`src/rtl/fifo_push_arbiter.sv`:
```
// Round-robin, burst-locking arbiter sharing one FIFO push port among NumReq valid/ready producers.
// Define FIFO_PUSH_ARBITER_TAG_EN to prepend the owner index to every FIFO entry.
module fifo_push_arbiter #(
   parameter int unsigned NumReq       = 4,
   parameter int unsigned DataWidth    = 32,
   parameter int unsigned BurstLen     = 4,
   parameter int unsigned ReqIdWidth   = $clog2(NumReq),
   parameter int unsigned BeatCntWidth = $clog2(BurstLen) + 1
) (
   input  logic                            clk_i,
   input  logic                            rst_ni,
   input  logic                            clr_i,
   input  logic [NumReq*DataWidth-1:0]     req_data_i,
   input  logic [NumReq-1:0]               req_valid_i,
   output logic [NumReq-1:0]               req_ready_o,
   input  logic                            fifo_full_i,
   output logic                            fifo_push_o,
`ifdef FIFO_PUSH_ARBITER_TAG_EN
   output logic [DataWidth+ReqIdWidth-1:0] fifo_data_o,
`else
   output logic [DataWidth-1:0]            fifo_data_o,
`endif
   output logic [NumReq-1:0]               grant_o,
   output logic [ReqIdWidth-1:0]           grant_id_o,
   output logic                            busy_o
);

   typedef enum logic {
      ST_IDLE  = 1'b0,
      ST_BURST = 1'b1
   } state_e;

   state_e                  state_q, state_d;
   logic [ReqIdWidth-1:0]   grant_id_q, grant_id_d;
   logic [NumReq-1:0]       grant_q, grant_d;
   logic [ReqIdWidth-1:0]   rr_ptr_q, rr_ptr_d;
   logic [BeatCntWidth-1:0] beat_cnt_q, beat_cnt_d;

   logic [DataWidth-1:0]    req_data_a [NumReq];
   logic [DataWidth-1:0]    owner_data;
   logic                    owner_valid;
   logic                    push_c;
   logic                    last_beat;
   logic                    release_c;
   logic [ReqIdWidth-1:0]   next_ptr;

   for (genvar g = 0; g < NumReq; g++) begin : g_unpack
      assign req_data_a[g] = req_data_i[g*DataWidth +: DataWidth];
   end

   // First valid requester at or after ptr, wrapping; lowest offset wins.
   function automatic logic [ReqIdWidth-1:0] rr_pick(input logic [NumReq-1:0]     valid,
                                                     input logic [ReqIdWidth-1:0] ptr);
      logic [ReqIdWidth-1:0] pick;
      int                    idx;
      pick = ptr;
      for (int k = int'(NumReq) - 1; k >= 0; k--) begin
         idx = int'(ptr) + k;
         if (idx >= int'(NumReq)) idx = idx - int'(NumReq);
         if (valid[idx]) pick = ReqIdWidth'(idx);
      end
      return pick;
   endfunction

   always_comb begin
      owner_data  = req_data_a[grant_id_q];
      owner_valid = req_valid_i[grant_id_q];
      push_c      = (state_q == ST_BURST) && owner_valid && !fifo_full_i;
      last_beat   = (beat_cnt_q == BeatCntWidth'(BurstLen - 1));
      release_c   = (push_c && last_beat) || !owner_valid;
      next_ptr    = (grant_id_q == ReqIdWidth'(NumReq - 1)) ? '0 : grant_id_q + 1'b1;
   end

   // Next-state: grant on any valid from IDLE; in BURST count beats and hand over on release.
   always_comb begin
      state_d    = state_q;
      grant_id_d = grant_id_q;
      rr_ptr_d   = rr_ptr_q;
      beat_cnt_d = beat_cnt_q;
      unique case (state_q)
         ST_IDLE: begin
            if (|req_valid_i) begin
               state_d    = ST_BURST;
               grant_id_d = rr_pick(req_valid_i, rr_ptr_q);
               beat_cnt_d = '0;
            end
         end
         ST_BURST: begin
            if (push_c) beat_cnt_d = beat_cnt_q + BeatCntWidth'(1);
            if (release_c) begin
               rr_ptr_d   = next_ptr;
               beat_cnt_d = '0;
               if (|req_valid_i) begin
                  grant_id_d = rr_pick(req_valid_i, next_ptr);
               end else begin
                  state_d    = ST_IDLE;
                  grant_id_d = '0;
               end
            end
         end
         default: begin
            state_d    = ST_IDLE;
            grant_id_d = '0;
         end
      endcase
      grant_d = (state_d == ST_BURST) ? (NumReq'(1) << grant_id_d) : '0;
   end

   always_ff @(posedge clk_i) begin
      if (!rst_ni || clr_i) begin
         state_q    <= ST_IDLE;
         grant_id_q <= '0;
         grant_q    <= '0;
         rr_ptr_q   <= '0;
         beat_cnt_q <= '0;
      end else begin
         state_q    <= state_d;
         grant_id_q <= grant_id_d;
         grant_q    <= grant_d;
         rr_ptr_q   <= rr_ptr_d;
         beat_cnt_q <= beat_cnt_d;
      end
   end

   // Push/ready/data follow the registered owner combinationally.
   always_comb begin
      busy_o      = (state_q == ST_BURST);
      grant_o     = grant_q;
      grant_id_o  = grant_id_q;
      fifo_push_o = push_c;
      req_ready_o = fifo_full_i ? '0 : grant_q;
`ifdef FIFO_PUSH_ARBITER_TAG_EN
      fifo_data_o = busy_o ? {grant_id_q, owner_data} : '0;
`else
      fifo_data_o = busy_o ? owner_data : '0;
`endif
   end

`ifndef SYNTHESIS
   logic [NumReq-1:0]    chk_hold_q, chk_hold_d;
   logic [DataWidth-1:0] chk_data_q [NumReq];
   logic [DataWidth-1:0] chk_data_d [NumReq];

   always_comb begin
      chk_hold_d = (!rst_ni || clr_i) ? '0 : (req_valid_i & ~req_ready_o);
      chk_data_d = req_data_a;
   end

   // Producers must hold payload while stalled; grant stays one-hot; never push into a full FIFO.
   always_ff @(posedge clk_i) begin
      chk_hold_q <= chk_hold_d;
      chk_data_q <= chk_data_d;
      if (rst_ni && !clr_i) begin
         assert ($onehot0(grant_o)) else $error("grant_o not one-hot: %b", grant_o);
         assert (!(fifo_push_o && fifo_full_i)) else $error("push while FIFO full");
         for (int i = 0; i < int'(NumReq); i++) begin
            if (chk_hold_q[i] && req_valid_i[i]) begin
               assert (chk_data_q[i] == req_data_a[i])
                  else $error("requester %0d changed data while stalled", i);
            end
         end
      end
   end
`endif

endmodule

```
`config.mk`:
```
export PLATFORM = sky130hd
export DESIGN_NAME = fifo_push_arbiter
export DESIGN_NICKNAME = d
export VERILOG_FILES = /design/src/rtl/fifo_push_arbiter.sv
export SDC_FILE = /design/constraint.sdc
export NUM_CORES = 1
export LEC_CHECK = 0
export BUFFER_PORTS_ARGS = -buffer_cell sky130_fd_sc_hd__buf_2
export CORE_MARGIN = 2
export CORE_UTILIZATION = 38
export DETAILED_ROUTE_END_ITERATION = 16
export PLACE_DENSITY = 0.82
export SYNTH_ARGS = -nofsm -noshare
export SYNTH_HDL_FRONTEND = slang
export SYNTH_SLANG_ARGS = --single-unit
export TNS_END_PERCENT = 20
```
`constraint.sdc`:
```
create_clock -name clk_i -period 3.05 [get_ports clk_i]
set_clock_uncertainty 0.1 [all_clocks]
set_input_delay 0.305 -clock clk_i [delete_from_list [all_inputs] [get_ports clk_i]]
set_output_delay 0.305 -clock clk_i [all_outputs]
set_load 0.005 [all_outputs]
```
After elaboration in Yosys (flattened, before gate mapping)
Index checks and enable logic that the tools add are counted.
{"block": "totals", "reg_bits": 12, "in_bits": 136, "output_inout_bits": 44, "elab_cells": 138}
{"block": "classes", "n_lt_le_gt_ge": 18, "addsub": 16, "n_reduce_logical": 12, "n_shift": 1, "mux": 79, "n_eq_ne": 4, "n_bitwise": 3}
{"op": "2-to-1 mux 32 bit", "n": 31}
{"op": "< comparator 32 x 4 -> 1 bit, second input constant", "n": 8}
{"op": "binary-select mux 32 bit (select 2 bit)", "n": 1}
{"op": "2-to-1 mux 2 bit", "n": 12}
{"op": "subtractor 3 x 3 -> 4 bit, second input constant", "n": 6}
{"op": "greater-or-equal comparator 3 bit, second input constant", "n": 7}
{"op": "2-to-1 mux 1 bit", "n": 19}
{"op": "binary-select mux 1 bit (select 2 bit)", "n": 9}
{"op": "adder 2 x 2 -> 3 bit, second input constant", "n": 4}
{"op": "2-to-1 mux 3 bit", "n": 3}
{"op": "subtractor 2 x 3 -> 4 bit, second input constant", "n": 2}
{"op": "adder 2 x 1 -> 3 bit, second input constant", "n": 2}
{"op": "greater-or-equal comparator 2 x 3 -> 1 bit, second input constant", "n": 2}
{"op": "case mux 3 bit (2 select lines)", "n": 1}
{"op": "2-to-1 mux 4 bit", "n": 1}
{"op": "case mux 2 bit (2 select lines)", "n": 1}
{"op": "AND reduction 2 bit", "n": 2}
{"op": "OR reduction 4 bit", "n": 1}
{"op": "left shift 1 x 2 -> 4 bit, first input constant", "n": 1}
{"op": "adder 3 x 1 -> 3 bit, second input constant", "n": 1}
{"op": "equality test 3 x 2 -> 1 bit, second input constant", "n": 1}
{"op": "logical AND 1 bit", "n": 3}
{"op": "zero test 1 bit", "n": 3}
{"op": "< comparator 2 x 3 -> 1 bit, second input constant", "n": 1}
{"op": "other kinds (9)", "n": 11}

Logic depth before layout (Yosys ltp)
Gate-level depths: netlist of the first run.
{"block": "depth", "word_depth": 19, "mapped_depth": 10, "depth_no_buf": 8}

Worst setup path after synthesis of the first run
Ideal clock, no wire load.
{"block": "synth_path", "kind": "register to register", "startpoint": "register grant_id_q[0], in the netlist grant_id_o[0]", "endpoint": "register grant_q[3], in the netlist grant_o[3]", "n_path_buf": 2, "period_less_slack_ns": 2.427, "stages_incl_launch_ff": 10, "required_ns": 2.823, "arrival_time_ns": 2.200, "setup_slack_ns": 0.623, "setup_ns": 0.127, "cell_sequence": "dfxtp_1 buf_2 inv_1 ha_1 buf_2 mux4_2 and3_1 a221oi_2 nand3_2 nor3b_2"}
{"block": "synth_between", "elab_chain_cells": 19, "elab_cells_between_ends": 62, "classes_between": "add/sub (8); order compare (4); eq/ne (1); shift (1); mux (41); bitwise (1); reduce/logical (6)"}
{"element": "from (decl)", "line": "34", "rtl": "logic [ReqIdWidth-1:0] grant_id_q, grant_id_d;"}
{"element": "from (signal assigned)", "line": "118", "rtl": "grant_id_q <= grant_id_d;"}
{"element": "adder 2 x 1 -> 2 bit or equality test 2 bit (tied branches)", "line": "71", "rtl": "next_ptr = (grant_id_q == ReqIdWidth'(NumReq - 1)) ? '0 : grant_id_q + 1'b1;"}
{"element": "2-to-1 mux 2 bit", "line": "71"}
{"element": "adder 2 x 2 -> 3 bit", "line": "58", "rtl": "idx = int'(ptr) + k;"}
{"element": "subtractor 3 x 3 -> 4 bit or greater-or-equal comparator 3 bit (tied branches)", "line": "59", "rtl": "if (idx >= int'(NumReq)) idx = idx - int'(NumReq);"}
{"element": "2-to-1 mux 32 bit", "line": "59"}
{"element": "2-to-1 mux 32 bit", "line": "93", "rtl": "if (|req_valid_i) begin"}
{"element": "2-to-1 mux 32 bit", "line": "90", "rtl": "if (release_c) begin"}
{"element": "2-to-1 mux 32 bit", "line": "80", "rtl": "unique case (state_q)"}
{"element": "binary-select mux 1 bit (select 2 bit)", "line": "60", "rtl": "if (valid[idx]) pick = ReqIdWidth'(idx);"}
{"element": "2-to-1 mux 1 bit (implied by the code) (2 in series)", "line": "60"}
{"element": "2-to-1 mux 2 bit (4 in series)", "line": "60"}
{"element": "2-to-1 mux 2 bit", "line": "93"}
{"element": "2-to-1 mux 2 bit", "line": "90"}
{"element": "case mux 2 bit (2 select lines)", "line": "80"}
{"element": "left shift 1 x 2 -> 4 bit", "line": "106", "rtl": "grant_d = (state_d == ST_BURST) ? (NumReq'(1) << grant_id_d) : '0;"}
{"element": "to (signal assigned)", "line": "119", "rtl": "grant_q <= grant_d;"}
{"element": "to (decl)", "line": "35", "rtl": "logic [NumReq-1:0] grant_q, grant_d;"}
Several ways; a longest one is shown, not always the timed one. The select of a mux whose other input is x is not followed.
A chain may end at the register's enable or synchronous reset.

Worst setup path in the final report of the first run
Ends and elaborated chain as after synthesis.

==> results of run 1 <==
## worst min path at each step
stage / end / slack [ns] / cells past startpoint
6_report: beat_cnt_q[2]$_SDFFE_PP0P_ / 0.40 / 2
5_1_grt: beat_cnt_q[1]$_SDFFE_PP0P_ / 0.43 / 2
4_1_cts: beat_cnt_q[1]$_SDFFE_PP0P_ / 0.41 / 2
3_5_place_dp: beat_cnt_q[2]$_SDFFE_PP0P_ / 0.38 / 2
3_3_place_gp: beat_cnt_q[2]$_SDFFE_PP0P_ / 0.38 / 2
2_1_floorplan: beat_cnt_q[2]$_SDFFE_PP0P_ / 0.36 / 2
## cells in the final DEF (no fill, tap or decap), drive strengths merged, types with 2 or more instances in the layout
cell type,Yosys,layout
nor2b,5,5
a211oi,2,2
nand2,4,4
o21ai,3,3
nor3b,2,2
clkbuf,11,4
nand2b,5,5
dfxtp,12,12
nor4,2,2
or3,2,2
nor3,4,4
mux2,2,2
or2,2,2
and2,32,32
a21oi,10,10
and3,2,2
o22ai,4,4
mux2i,4,4
a21o,2,2
ha,4,4
a31oi,2,2
nor2,15,15
nand3,4,4
a221oi,2,2
buf,8,184
mux4,35,35
inv,7,7
## synth_stat cells (all sizes together), types with 3 or more instances
master  number  share of area (%)
and2        32                 10
dfxtp       12                 12
ha           4                2.6
nand3        4                1.3
o22ai        4                1.3
o21ai        3               0.77
nor3         4                1.0
clkbuf      11                2.1
nor2        15                3.0
mux2i        4                2.1
nand2b       5                1.6
a21oi       10                2.6
buf          8                2.3
inv          7                1.4
nand2        4               0.77
mux4        35                 41
nor2b        5                1.6
## flip-flops by register name, summed over array words and instances (netlist names)
register	flops
grant_o	4
rr_ptr_q	2
grant_id_o	2
beat_cnt_q	3
busy_o	1
## layer usage
layer / global-route usage, % / vias to the layer above / share of wire [%]
li1: - / 1074 / -
met1: 27.6 / 1088 / 36
met2: 43.0 / 126 / 53
met3: 5.03 / 17 / 9.0
met4: 6.63 / 0 / 2.2
met5: 0 / - / 0
## logic make-up after synthesis
| family | share of synthesized area, % |
|---|---|
| buffers and inverters | 5.80 |
| AO/OA/AOI/OAI | 11.0 |
| adder cells (fa/ha/maj) | 2.58 |
| multiplexers | 43.8 |
| AND/OR/NAND/NOR | 23.5 |
| flip-flops | 12.4 |
| XOR/XNOR | 0.903 |
## metrics by stage
| stage | power [mW] | util (%) | instances | hold WS, ns | setup slack (ns) |
|---|---|---|---|---|---|
| 3_3_place_gp | 0.473 | 57.4 | 429 | 0.378 | 0.696 |
| 4_1_cts | 0.657 | 58.5 | 433 | 0.406 | 0.597 |
| 6_report | 0.652 | 58.5 | 433 | 0.403 | 0.604 |
| 3_5_place_dp | 0.484 | 57.4 | 429 | 0.379 | 0.611 |
| 2_1_floorplan | 0.347 | - | 194 | 0.357 | 0.623 |
| 5_1_grt | 0.697 | 58.5 | 433 | 0.427 | 0.446 |
## cell type report
cell class                 instances  area, um2
fill                             473       2080
multi-input combinational        156       1590
timing repair buffer             184        933
sequential                        12        243
tap                               70       87.6
clock buffer                       4       55.1
inverter                           7       26.3
## worst max-delay path: stages, from the launching register on
cell,delay (ns)
dfxtp_2,0.43
inv_1,0.09
ha_1,0.52
mux4_2,0.37
and3_1,0.21
a221oi_2,0.29
nand3_2,0.15
nor3b_2,0.17
## where the power goes
| group | switching (mW) | internal [mW] |
|---|---|---|
| registers | 0.00817 | 0.162 |
| clock network | 0.0567 | 0.114 |
| logic | 0.126 | 0.185 |
| total | 0.191 | 0.461 |
==> reports/metrics.yaml, run 1 <==
worst_setup_path:
  rr_endpoint: "grant_o[3]$_SDFF_PP0_"
  r2r-start: "grant_id_o[0]$_SDFF_PP0_"
  crit_start: "grant_id_o[0]$_SDFF_PP0_"
  crit_path_end_kind: "flip-flop"
  worst_setup_path_start_kind: "flip-flop"
  r2r_slack_ns: 0.60
  worstRegToRegCells: 7
  cp_max_fo: 11
  arrival_ns: 2.47
  critical_path_class: "flip-flop to flip-flop"
  crit_end: "grant_o[3]$_SDFF_PP0_"
  crit_required_ns: 3.07
sta:
  worst_slew_pin_slew_ns: 0.706
  tns_ns: 0
  rsz0062_at_grt: "no"
  finalCriticalPeriod_ns: 2.45
  slew_headroom_pct: 51.7
  fin_crit_sh_pct: 80.2
  max_freq_mhz: 409
  slew_violations: 0
  hold_viol: 0
  setup_violations: 0
power_and_ir_drop:
  peakVddDrop_uv: 287
  powerDensity_nw_per_um2: 222
  p_leak_nw: 1.43
yosys:
  ys_types: 43
  syn_avg_cell_area_um2: 10.0
  yosysWarningCount: 0
  async_flop_share_pct: 0
  synth_edf_count: 0
  synth-seq-cells: 12
  yosysSeqAreaShare_pct: 12.4
  synthesis.area_um2: 1940
  syn_inst: 194
  synth_fp_nets: 334
  synthFlopType: "dfxtp_1"
placement:
  gp_congestion: 0.848
  portBuffers: 179
  dpl_cell_area_um2: 2880
  hpwl_mm: 5.85
flow_run:
  cap_viol_max_count: 0
route:
  drtIter0Drc: 108
  drt_wl_total_mm: 7.05
  route.detailed.drc: 0
  routed_via_density: 5.32
  vias: 2305
  wl_per_cell_um: 16.3
  drt-pass1-iter-count: 4
  antenna_left: 0
finish:
  syn_to_final_growth_pct: 51.1
  insertedDiodeCount: 0
  num-nets-final: 504
  stdcell_area_um2: 2930
  drive_gt1_share_pct: 64.7
die:
  initial_core_util_pct: 38.7
  die_area_um2: 5690
  num_rows: 26
  die_w_um: 75.5
  core_um2: 5010
  ios: 180
  fp.dieH_um: 75.5
clock_network:
  cts_root_buffer: "clkbuf_8"
  ctsResizeCount: 0
  worstSkewPairLatency_ns: 0.24
  cts_max_level: 1
  path_clk_slew_ns: 0.05
  cts_hold_buf: 0
  cts_setup_buffers: 0
  cts_sinks: 12
  cts_tree: "built"
  numCtsBuffers: 3
  cts_buffer_depth: 2
grt:
  first_global_vias: 2082
  globalRouteOverflowTotal: 0
  grt_max_degree: 27
  global_route.usage.total_pct: 23.5
  grt_pass1_wl_mm: 10.2
  antenna_found_initial: 0
status:
  status: "complete, no violations"
hold_path:
  min_from: "beat_cnt_q[2]$_SDFFE_PP0P_"
  hp-class: "flip-flop to flip-flop"
Note: power is estimated with default switching activity, not from simulation.
==> run 2: changes to the inputs <==
- clock period: 3.05 -> 2.5 ns (I/O delays scaled with it)
==> run 2 against run 1 <==
Against the previous run:
- wire length grew 0.31%
- power rose by 24%
- worst hold slack got worse by 0.063 ns
- setup slack worse by 0.43 ns
- sequential share of layout area about the same
- non-clock buffer count increased by 2
- maximum frequency grew 5.2%
- die area unchanged
- core utilization up 0.30 points
- critical path type unchanged
==> reports/metrics.yaml, run 2 (synthesis results as in run 1) <==
status:
  status: "complete, no violations"
power_and_ir_drop:
  powerDensity_nw_per_um2: 274  # +23%
  internal_power_mw: 0.565  # +23%
  switching_share_pct: 29.9  # +0.64 points
  seqPwrFrac_pct: 25.1  # -1.1 points
  p_leak_nw: 1.44  # +0.60%
  clkPwrFrac_pct: 26.9  # +0.7 points
  peakVddDrop_uv: 334  # +16%
  combPwrFrac_pct: 47.9  # +0.2 points
  switchingPower_mw: 0.241  # +26%
sta:
  slew_headroom_pct: 46.2  # -5.5 points
  fin_crit_sh_pct: 93.0  # +13 points
  hold_slack_ns: 0.341  # -0.0626 ns
  worst_slew_pin_slew_ns: 0.787  # +0.0811 ns
  finalCriticalPeriod_ns: 2.33  # -0.121 ns
  rsz0062_at_grt: "no"
  setup_violations: 0  # unchanged
  slew_violations: 0  # unchanged
  fin_ws_ns: 0.174  # -0.429 ns
  tns_ns: 0  # unchanged
  max_freq_mhz: 430  # +5.2%
  hold_viol: 0  # unchanged
worst_setup_path:
  worstRegToRegCells: 7  # unchanged
  critical_path_class: "flip-flop to flip-flop"
  r2r_slack_ns: 0.17  # -0.43 ns
  cp_max_fo: 7  # -4
  rr_endpoint: "grant_o[3]$_SDFF_PP0_"
  arrival_ns: 2.35  # -0.12 ns
  worst_setup_path_start_kind: "flip-flop"
  crit_path_end_kind: "flip-flop"
  r2r-start: "grant_id_o[0]$_SDFF_PP0_"
  crit_required_ns: 2.52  # -0.55 ns
finish:
  stdcell_area_um2: 2950  # +0.51%
  insertedDiodeCount: 0  # unchanged
  layout_commonest_cell: "buf_2"
  final_cell_mix: "buf_2 (179), mux4_2 (35), and2_1 (32), nor2_1 (14)"
  syn_to_final_growth_pct: 51.9
  largest_reg_flops: 4  # unchanged
  num-nets-final: 506  # +0.40%
  drive_gt1_share_pct: 64.9  # +0.19 points
  final_util_pct: 58.8  # +0.30 points
route:
  antenna_left: 0  # unchanged
  vias: 2276  # -1.3%
  wl_per_cell_um: 16.3  # -0.15%
  route.detailed.drc: 0  # unchanged
  drtIter0Drc: 80  # -26%
  routed_via_density: 5.23  # -1.7%
  drt-pass1-iter-count: 4  # unchanged
  drt_wl_total_mm: 7.07  # +0.31%
hold_path:
  min_from: "rst_ni"
  min_to: "beat_cnt_q[2]$_SDFFE_PP0P_"
  hp-class: "input port to flip-flop"
  min_path_cells: 3  # +1
flow_run:
  cap_viol_max_count: 0  # unchanged
clock_network:
  numCtsBuffers: 3  # unchanged
  cts_buffer_depth: 2  # unchanged
  cts_setup_buffers: 0  # unchanged
  cts_tree: "built"
  cts_max_level: 1  # unchanged
  cts_hold_buf: 0  # unchanged
  cts_sinks: 12  # unchanged
  worstSkewPairLatency_ns: 0.24  # about the same
  path_clk_slew_ns: 0.06  # about the same
  cts_root_buffer: "clkbuf_8"
  ctsResizeCount: 0  # unchanged
die:
  ios: 180  # unchanged
  fp.dieH_um: 75.5  # unchanged
  initial_core_util_pct: 38.7  # unchanged
  num_rows: 26  # unchanged
  die_area_um2: 5690  # unchanged
  core_um2: 5010  # unchanged
  die_w_um: 75.5  # unchanged
placement:
  gp_congestion: 1.01  # +19%
  place_ws_ns: 0.203  # -0.408 ns
  dpl_cell_area_um2: 2890  # +0.52%
  hpwl_mm: 5.90  # +0.83%
  portBuffers: 179  # unchanged
grt:
  global_route.usage.total_pct: 23.0  # -0.49 points
  globalRouteOverflowTotal: 0  # unchanged
  antenna_found_initial: 0  # unchanged
  grt_max_degree: 41  # +52%
  first_global_vias: 2118  # +1.7%
  grt_pass1_wl_mm: 10.0  # -2.0%
[run 2: cell type report]
cell class                 instances  area [um2]
multi-input combinational        156        1590
sequential                        12         243
tap                               70        87.6
clock buffer                       4        55.1
timing repair buffer             186         948
fill                             491        2060
inverter                           7        26.3
[run 2: critical path, cell delays in order (launching register included)]
cell and delay (ns):
dfxtp_2 0.39, inv_1 0.08, ha_1 0.44, mux4_2 0.36, and3_1 0.21, a221oi_2 0.29, nand3_2 0.15, nor3b_2 0.18
[run 2: power groups by stage]
| stage | Combinational [mW] | Sequential, mW | Clock, mW |
|---|---|---|---|
| after global routing | 0.425 | 0.204 | 0.229 |
| after CTS | 0.388 | 0.203 | 0.222 |
| after floorplan | 0.217 | 0.206 | 0 |
| after detailed placement | 0.386 | 0.207 | 0 |
| after global placement | 0.375 | 0.207 | 0 |
| final | 0.386 | 0.203 | 0.217 |
[run 2: per-stage QoR]
step	cells	power [mW]
after global placement	431	0.581
after CTS	435	0.813
final	435	0.806
after floorplan	194	0.424
after detailed placement	431	0.593
after global routing	435	0.858
[run 2: per-layer routing]
| layer | share of wire, % | vias up | GRT usage, % |
|---|---|---|---|
| li1 | - | 1081 | - |
| met1 | 37 | 1071 | 27.8 |
| met2 | 52 | 108 | 40.5 |
| met3 | 9.4 | 16 | 5.56 |
| met4 | 2.5 | 0 | 7.02 |
| met5 | 0 | - | 0 |
[run 2: worst max path at each step]
stage                              from               endpoint
2_1_floorplan  grant_id_o[0]$_SDFF_PP0_  grant_o[3]$_SDFF_PP0_
3_3_place_gp   grant_id_o[0]$_SDFF_PP0_  grant_o[3]$_SDFF_PP0_
3_5_place_dp   grant_id_o[0]$_SDFF_PP0_  grant_o[3]$_SDFF_PP0_
4_1_cts        grant_id_o[0]$_SDFF_PP0_        fifo_data_o[28]
5_1_grt        grant_id_o[0]$_SDFF_PP0_  grant_o[0]$_SDFF_PP0_
6_report       grant_id_o[0]$_SDFF_PP0_  grant_o[3]$_SDFF_PP0_
